<file path="config.mk">
export PLATFORM = sky130hd
export DESIGN_NAME = rr_select_arbiter
export DESIGN_NICKNAME = d
export VERILOG_FILES = /design/src/rtl/rr_select_arbiter.sv
export SDC_FILE = /design/constraint.sdc
export NUM_CORES = 1
export LEC_CHECK = 0
export CAP_MARGIN = 20
export CORE_MARGIN = 2
export CORE_UTILIZATION = 41
export DETAILED_ROUTE_END_ITERATION = 8
export PLACE_DENSITY = 0.71
export REMOVE_ABC_BUFFERS = 1
export SYNTH_ARGS = -nofsm -noshare
export SYNTH_HDL_FRONTEND = slang
export SYNTH_SLANG_ARGS = --single-unit
</file>
<file path="constraint.sdc">
create_clock -name clk_in -period 1.77 [get_ports clk_in]
set_input_delay 0.2655 -clock clk_in [delete_from_list [all_inputs] [get_ports clk_in]]
set_output_delay 0.2655 -clock clk_in [all_outputs]
set_load 0.03 [all_outputs]
</file>
<file path="src/rtl/rr_select_arbiter.sv">
// Round-robin arbiter driving the select of a downstream N-input mux; grants are held until done_in.
// Optional hold-time limit enabled by defining RR_TIMEOUT_EN.
module rr_select_arbiter #(
  parameter int inputs  = 4,
  parameter int TIMEOUT = 16
) (
  input  logic                       clk_in,
  input  logic                       rst_n_in,
  input  logic [inputs-1:0]          req_in,
  input  logic                       done_in,
  output logic [$clog2(inputs)-1:0]  s_out,
  output logic                       valid_out,
  output logic [inputs-1:0]          grant_out
);

  localparam int SW = $clog2(inputs);

  if (inputs < 2 || TIMEOUT < 1) begin : g_param_check
    $error("rr_select_arbiter: inputs must be >= 2 and TIMEOUT >= 1");
  end

  typedef enum logic {ST_IDLE = 1'b0, ST_GRANT = 1'b1} state_t;

  state_t              r_state, w_state_nxt;
  logic [SW-1:0]       r_ptr, w_ptr_nxt;
  logic [SW-1:0]       r_s, w_s_nxt;
  logic                r_valid, w_valid_nxt;
  logic [inputs-1:0]   r_grant, w_grant_nxt;
  logic                w_release;
  logic                w_timeout;
  logic [SW-1:0]       w_next_ptr;
  logic [SW-1:0]       w_arb_ptr;
  logic [SW:0]         w_arb;
  logic                w_found;
  logic [SW-1:0]       w_win;
  logic [inputs-1:0]   w_win_oh;

  // Scan ptr, ptr+1, ... wrapping at inputs-1; MSB of the result flags that a winner exists.
  function automatic logic [SW:0] f_arb(input logic [inputs-1:0] req, input logic [SW-1:0] ptr);
    logic          found;
    logic [SW-1:0] idx;
    int            j;
    found = 1'b0;
    idx   = '0;
    for (int k = 0; k < inputs; k++) begin
      j = int'(ptr) + k;
      if (j >= inputs) j = j - inputs;
      if (!found && req[j]) begin
        found = 1'b1;
        idx   = SW'(j);
      end
    end
    return {found, idx};
  endfunction

  assign w_release  = (r_state == ST_GRANT) && (done_in || w_timeout);
  assign w_next_ptr = (r_s == SW'(inputs - 1)) ? '0 : r_s + SW'(1);
  // On release the just-served source drops to lowest priority in the same cycle.
  assign w_arb_ptr  = w_release ? w_next_ptr : r_ptr;
  assign w_arb      = f_arb(req_in, w_arb_ptr);
  assign w_found    = w_arb[SW];
  assign w_win      = w_arb[SW-1:0];
  assign w_win_oh   = inputs'(1) << w_win;

`ifdef RR_TIMEOUT_EN
  localparam int CW = $clog2(TIMEOUT + 1);
  logic [CW-1:0] r_cnt;
  logic          w_new_grant;

  // Release on the edge where the hold count would reach TIMEOUT, giving exactly TIMEOUT grant cycles.
  assign w_timeout   = (r_state == ST_GRANT) && !done_in && (r_cnt == CW'(TIMEOUT - 1));
  assign w_new_grant = (w_state_nxt == ST_GRANT) && ((r_state == ST_IDLE) || w_release);

  // Hold counter: cleared on each new grant, counts GRANT cycles without done_in.
  always_ff @(posedge clk_in or negedge rst_n_in) begin
    if (!rst_n_in) begin
      r_cnt <= '0;
    end else if (w_new_grant) begin
      r_cnt <= '0;
    end else if ((r_state == ST_GRANT) && !done_in) begin
      r_cnt <= r_cnt + CW'(1);
    end else begin
      r_cnt <= r_cnt;
    end
  end
`else
  assign w_timeout = 1'b0;
`endif

  // Next-state and next-output logic for the IDLE/GRANT controller.
  always_comb begin
    w_state_nxt = r_state;
    w_ptr_nxt   = r_ptr;
    w_s_nxt     = r_s;
    w_valid_nxt = r_valid;
    w_grant_nxt = r_grant;
    case (r_state)
      ST_IDLE: begin
        if (w_found) begin
          w_state_nxt = ST_GRANT;
          w_s_nxt     = w_win;
          w_valid_nxt = 1'b1;
          w_grant_nxt = w_win_oh;
        end else begin
          w_valid_nxt = 1'b0;
          w_grant_nxt = '0;
        end
      end
      ST_GRANT: begin
        if (w_release) begin
          w_ptr_nxt = w_next_ptr;
          if (w_found) begin
            w_s_nxt     = w_win;
            w_valid_nxt = 1'b1;
            w_grant_nxt = w_win_oh;
          end else begin
            w_state_nxt = ST_IDLE;
            w_valid_nxt = 1'b0;
            w_grant_nxt = '0;
          end
        end else begin
          w_state_nxt = ST_GRANT;
        end
      end
      default: begin
        w_state_nxt = ST_IDLE;
        w_valid_nxt = 1'b0;
        w_grant_nxt = '0;
      end
    endcase
  end

  // State, pointer and registered mux-select outputs.
  always_ff @(posedge clk_in or negedge rst_n_in) begin
    if (!rst_n_in) begin
      r_state <= ST_IDLE;
      r_ptr   <= '0;
      r_s     <= '0;
      r_valid <= 1'b0;
      r_grant <= '0;
    end else begin
      r_state <= w_state_nxt;
      r_ptr   <= w_ptr_nxt;
      r_s     <= w_s_nxt;
      r_valid <= w_valid_nxt;
      r_grant <= w_grant_nxt;
    end
  end

  assign s_out     = r_s;
  assign valid_out = r_valid;
  assign grant_out = r_grant;

endmodule

</file>
==> out/metrics.cfg, run 1 <==
[status]
status = finished clean

[clock_network]
root_buffer = clkbuf_4
tritoncts = done
cts_sinks = 10
ctsLongestPathBuffers = 2
cts_inserted_buffers = 3
htree_num_levels = 1
insertion_delay_ns = 0.27
clk_pin_slew_worst_paths_ns = 0.07

[drt]
drtIter0Drc = 15
wirelength_mm = 1.33
via_per_inst = 5.60
vias = 532
antenna_left = 0
drc = 0
wl_per_cell_um = 14.0
first_pass_iters = 4

[logic_synthesis]
yosysWarningCount = 0
synth_top_family_by_area = compound AO/OA/AOI/OAI gates
yosys-top-cells-count = 10 x dfrtp_1, 5 x nand2_1, 3 x mux2i_1, 3 x nor2b_1
avgSynthCellArea_sq_um = 10.6
synth_cell_types = 34
synthTopCellsByArea = dfrtp_1 44%, mux2i_1 5.3%, mux2i_4 3.9%, nand2_1 3.3%, nor2b_1 3.3%
ys_seq_area_share_pct = 43.8
synth_mux_area_share_pct = 9.19
yosys_register_bits = 10
synthAdderAreaFrac_pct = 2.19
syn_area_sq_um = 572
synth-edff-count = 0
synth_top_cell_by_area = dfrtp_1
synth_top_flop_cell = dfrtp_1
yosysMostFrequentCell = dfrtp_1
synthCells = 54
synthSimpleGateAreaFrac_pct = 21.2
synth_top_area_share_pct = 43.8
synth_compound_area_share_pct = 21.2
async_flop_share_pct = 100
synth-xor-area-share_pct = 0

[placed_design]
place_hpwl_um = 986
io_buffers = 13
preCtsSetupSlack_ns = -0.258
placed_cells_incl_taps = 91
gp_congestion = 0.939

[sta]
rsz0062_at_grt = yes
max_freq_ghz = 0.572
period_minus_slack_ns = 1.75
skew_ns = 0.00860
slew_viol_final = 0
worst_pin_slew_ns = 0.433
fin_crit_sh_pct = 98.7
hold_violations = 0
setup_viol = 0
max_slew_margin_pct = 71.1
setup_slack_ns = 0.0224

[cells_and_area]
n_antenna_cell = 0
nNetsFinal = 90
finalNonFillerCells = 95
drive_gt1_share_pct = 37.5
syn2layout_area_growth_pct = 51.4
fin_util_pct = 66.5

[critical_path]
critical_path_required_ns = 1.92
path_max_fanout = 5
startpoint_type = register
ff2ff_setup_slack_ns = 0.02
critPathKind = reg2reg
crit_arrival_ns = 1.90
critPathCaptureType = register

[floorplan]
dieHeight_um = 41.3
fp-row-count = 13
fp.dieW_um = 41.3
fp.coreArea_sq_um = 1300
ios = 14
start_util_pct = 43.9
die-area_sq_um = 1710

[grt]
grt_start_max_net_pins = 11
grt_overflow = 0
track_usage_pct = 19.1
grt_pass1_wl_mm = 2.07
antenna_found_initial = 0
grt_pass1_vias = 495

[power_and_ir_drop]
ir_worst_vdd_mv = 0.902
cellLeakagePower_uw = 0.000381
power_density_nw_per_um2 = 1470

[job]
maxCapViolations = 0

[hold_path]
hold_path.class = in2async

-- logic make-up after synthesis --
| kind of cell | count (synthesis) |
|---|---|
| adder cells (fa/ha/maj) | 1 |
| multiplexers | 4 |
| AND/OR/NAND/NOR | 20 |
| AO/OA/AOI/OAI | 16 |
| buffers and inverters | 3 |
| flip-flops | 10 |
-- sequential cells by signal, indices dropped and copies added, names as in the netlist --
name and cells:
valid_out 1, r_ptr 2, r_state 1, grant_out 4, s_out 2
-- path summary, 6_finish.rpt --
path | from | endpoint | depth (start not counted)
worst max-delay path | s_out[1]$_DFFE_PN0P_ | grant_out[1]$_DFFE_PN0N_ | 7
worst min-delay path | rst_n_in | grant_out[3]$_DFFE_PN0N_ | 1
worst max register to register | s_out[1]$_DFFE_PN0P_ | grant_out[1]$_DFFE_PN0N_ | 7
worst min register to register | grant_out[3]$_DFFE_PN0N_ | grant_out[3]$_DFFE_PN0N_ | 2
max in group asynchronous | rst_n_in | s_out[0]$_DFFE_PN0P_ | 1
min in group clk_in | done_in | r_ptr[0]$_DFFE_PN0P_ | 4
-- power breakdown --
| part | internal [uW] | leakage [uW] | total [uW] | switching (uW) |
|---|---|---|---|---|
| clock network | 78.4 | 0.0000138 | 156 | 77.3 |
| registers | 301 | 0.000118 | 351 | 49.6 |
| logic | 384 | 0.000249 | 765 | 381 |
-- final cells by class --
| cell class | count | area (sq um) |
|---|---|---|
| inverters | 2 | 10.0 |
| fillers | 111 | 435 |
| multi-input cells | 41 | 349 |
| clock buffers | 3 | 22.5 |
| flip-flops and latches | 10 | 250 |
| repair buffers | 24 | 215 |
| well taps | 15 | 18.8 |
-- timing repair --
action,4_1_cts,5_1_grt
setup endpoints to repair,3,5
pin swaps,1,4
setup buffers,0,1
hold endpoints to repair,0,0
resized for setup,2,7
hold buffers,0,0
-- worst max-delay path, cell delays in order (launching register included) --
cell and delay [ns]:
dfrtp_1 0.41, ha_4 0.16, and4bb_2 0.28, a21oi_2 0.05, buf_4 0.14, a31oi_2 0.18
nand3_2 0.15, a31o_2 0.26
-- cells in the final DEF (no fill, tap or decap), drive strengths merged --
cell / netlist / final
o2bb2ai: 1 / 1
a22oi: 1 / 1
nor4: 1 / 1
nand3: 1 / 1
mux2i: 4 / 4
and2: 1 / 1
nor2b: 3 / 3
nand2: 6 / 6
nand2b: 1 / 1
a211oi: 1 / 1
and4bb: 1 / 1
or2: 1 / 1
inv: 2 / 2
ha: 1 / 1
o211a: 1 / 1
a211o: 2 / 2
o21ai: 2 / 2
clkdlybuf4s50: 0 / 12
a31oi: 1 / 1
o21a: 1 / 1
dfrtp: 10 / 10
and3: 1 / 1
nor2: 2 / 2
or2b: 1 / 1
clkbuf: 1 / 3
a21oi: 2 / 2
dlymetal6s2s: 0 / 1
nand4b: 1 / 1
o31ai: 2 / 2
o211ai: 1 / 1
buf: 0 / 11
a31o: 1 / 1
-- metrics by stage --
stage | total power (uW) | hold WS (ns) | cell area, sq um | TNS (ns)
2_1_floorplan | 734 | -0.0301 | 568 | -0.445
3_5_place_dp | 1020 | 0.481 | 792 | -1.22
5_1_grt | 1340 | 0.358 | 866 | -0.0209
3_3_place_gp | 1010 | 0.472 | 792 | -1.05
4_1_cts | 1210 | 0.330 | 832 | 0
6_report | 1270 | 0.302 | 866 | 0
-- metal layers --
| metal | share of wire, % | vias up | global-route usage (%) |
|---|---|---|---|
| met5 | 0 | - | 0 |
| met4 | 1.7 | 0 | 9.68 |
| met3 | 5.9 | 5 | 3.19 |
| met2 | 49 | 21 | 31.6 |
| met1 | 43 | 250 | 23.9 |
| li1 | - | 256 | - |
No activity file was read; power rests on OpenSTA's default activity.
==> inputs of run 2 (changes only) <==
- CORE_UTILIZATION: 41 -> 44
- CTS_BUF_LIST: unset -> sky130_fd_sc_hd__clkbuf_8
- CTS_CLUSTER_SIZE: unset -> 12
- PLACE_DENSITY: 0.71 -> 0.75
==> run 2 against run 1 <==
Net effect:
- critical path depth is 2 lower
- worst hold slack better by 0.042 ns
- global-route usage is 5.0 points higher
- clock skew is 0.0069 ns lower
- flip-flop and latch count stayed put
- via count is 0.94% lower
- sequential share of layout area is 1.5 points lower
- maximum frequency is 2.7% lower
- sequential power hardly changed
- largest power group unchanged
- the flow now finishes with violations (negative setup slack)
==> out/metrics.cfg, run 2 (synthesis gave the netlist of run 1 again) <==
[status]
status = finished with violations
failed_checks = negative setup slack

[power_and_ir_drop]
internal_power_uw = 915  ; +20%
clockPowerShare_pct = 20.1  ; +7.9 points
ir_worst_vdd_mv = 0.974  ; +8.0%
combinationalPowerShare_pct = 55.9  ; -4.3 points
pwr-share-seq_pct = 24.0  ; -3.6 points
switching_power_uw = 560  ; +10%
swShare_pct = 38.0  ; -1.9 points
cellLeakagePower_uw = 0.000395  ; +3.9%
power_density_nw_per_um2 = 1610  ; +9.8%

[floorplan]
dieHeight_um = 40.1  ; -3.1%
die-area_sq_um = 1600  ; -6.2%
ios = 14  ; unchanged
fp.coreArea_sq_um = 1160  ; -11%
fp.dieW_um = 40.1  ; -3.1%
fp-row-count = 12  ; -1
start_util_pct = 49.5  ; +5.5 points

[grt]
grt_start_max_net_pins = 11  ; unchanged
antenna_found_initial = 0  ; unchanged
grt_overflow = 0  ; unchanged
grt_pass1_vias = 510  ; +3.0%
grt_pass1_wl_mm = 2.34  ; +13%
track_usage_pct = 24.1  ; +5.0 points

[sta]
max_slew_margin_pct = 69.2  ; -1.9 points
fin_crit_sh_pct = 101  ; +2.7 points
max_freq_ghz = 0.557  ; -2.7%
worst_pin_slew_ns = 0.461  ; +0.0287 ns
setup_viol = 3  ; +3
hold_slack_ns = 0.343  ; +0.0416 ns
setup_slack_ns = -0.0258  ; -0.0482 ns
slew_viol_final = 0  ; unchanged
skew_ns = 0.00169  ; -0.00691 ns
tns_ns = -0.0429  ; -0.0429 ns
rsz0062_at_grt = yes
hold_violations = 0  ; unchanged
period_minus_slack_ns = 1.80  ; +0.0482 ns

[cells_and_area]
finalNonFillerCells = 96  ; +1.1%
num-fill-cells = 72  ; -35%
n_antenna_cell = 0  ; unchanged
final_area_sq_um = 915  ; +5.6%
fin_util_pct = 79.1  ; +13 points
syn2layout_area_growth_pct = 60.0
final_cell_mix = 12 x clkdlybuf4s50_1, 12 x buf_4, 10 x dfrtp_1, 5 x nand2_1, 4 x clkbuf_8
nNetsFinal = 91  ; +1.1%
largest_reg_flops = 4  ; unchanged
drive_gt1_share_pct = 40.2  ; +2.7 points

[clock_network]
holdBufCountCts = 0  ; unchanged
root_buffer = clkbuf_8
insertion_delay_ns = 0.24  ; -0.03 ns
clk_pin_slew_worst_paths_ns = 0.05  ; -0.02 ns
cts_sinks = 10  ; unchanged
cts_inserted_buffers = 3  ; unchanged
htree_num_levels = 1  ; unchanged
tritoncts = done
ctsLongestPathBuffers = 2  ; unchanged

[hold_path]
hold_path.class = in2async

[placed_design]
io_buffers = 13  ; unchanged
place_hpwl_mm = 1.07  ; +8.9%
gp_congestion = 0.913  ; -2.8%
place_area_sq_um = 791  ; -0.16%
placed_cells_incl_taps = 90  ; -1.1%

[critical_path]
critPathCaptureType = register
path_max_fanout = 5  ; unchanged
cp_top_family = multiplexers
crit_arrival_ns = 1.93  ; +0.03 ns
slowest_stage = dfrtp_1
startpoint_type = register
crit_path_cell_trace = ha_4 -> mux2i_4 -> mux2i_4 -> a211oi_2 -> a31o_2
critical_path_required_ns = 1.90  ; -0.02 ns
timing.rr.start = s_out[0]$_DFFE_PN0P_
crit_buf_inv = 0  ; -1
timing.rr.end = grant_out[1]$_DFFE_PN0N_
reg2reg_depth = 5  ; -2
ff2ff_setup_slack_ns = -0.03  ; -0.05 ns
critPathKind = reg2reg
slowest_delay_ns = 0.41  ; about the same
cpMostUsedCell = mux2i_4

[drt]
wirelength_mm = 1.56  ; +18%
drc = 0  ; unchanged
via_per_inst = 5.49  ; -2.0%
wl_per_cell_um = 16.3  ; +16%
first_pass_iters = 4  ; unchanged
vias = 527  ; -0.94%
drtIter0Drc = 9  ; -6
antenna_left = 0  ; unchanged

[job]
maxCapViolations = 0  ; unchanged

==> run 2: how the worst max path moves through the flow <==
stage / slack, ns / to / depth (start not counted) / startpoint
2_1_floorplan: -0.12 / grant_out[1]$_DFFE_PN0N_ / 7 / s_out[0]$_DFFE_PN0P_
3_3_place_gp: -0.25 / grant_out[1]$_DFFE_PN0N_ / 7 / done_in
3_5_place_dp: -0.30 / grant_out[1]$_DFFE_PN0N_ / 7 / done_in
4_1_cts: -0.04 / grant_out[1]$_DFFE_PN0N_ / 5 / s_out[0]$_DFFE_PN0P_
5_1_grt: -0.1 / grant_out[1]$_DFFE_PN0N_ / 6 / s_out[0]$_DFFE_PN0P_
6_report: -0.03 / grant_out[1]$_DFFE_PN0N_ / 5 / s_out[0]$_DFFE_PN0P_
==> run 2: metrics by stage <==
stage          setup slack (ns)  power, uW
2_1_floorplan            -0.125        734
3_3_place_gp             -0.249       1030
3_5_place_dp             -0.305       1040
4_1_cts                 -0.0368       1410
5_1_grt                 -0.0964       1540
6_report                -0.0258       1470
==> run 2: final cells by class <==
cell class,count,area (sq um),share of cell area [%]
repair buffers,25,219,23.9
flip-flops and latches,10,250,27.4
multi-input cells,41,363,39.7
inverters,2,10.0,1.09
well taps,14,17.5,1.92
clock buffers,4,55.1,6.02
==> run 2: power by group through the flow <==
stage                     clock (uW)  combinational (uW)  sequential (uW)
final                            296                 825              354
after global routing             311                 874              360
after CTS                        295                 758              354
after detailed placement           0                 696              348
after global placement             0                 689              344
after floorplan                    0                 282              453
==> run 2: what timing repair did <==
item	CTS	global route
setup endpoints to repair	5	6
setup buffers	0	2
pin swaps	3	1
gates resized for setup	6	5
==> run 2: routing by layer <==
layer	track usage (%)	wire [um]
met1	28.6	707
met5	0	0
met2	40.3	755
met4	10.3	16
met3	6.67	84
==> run 2: worst register-to-register path, stage by stage, from the launching register on <==
cell	delay [ns]
dfrtp_1	0.41
ha_4	0.27
mux2i_4	0.30
mux2i_4	0.33
a211oi_2	0.13
a31o_2	0.26
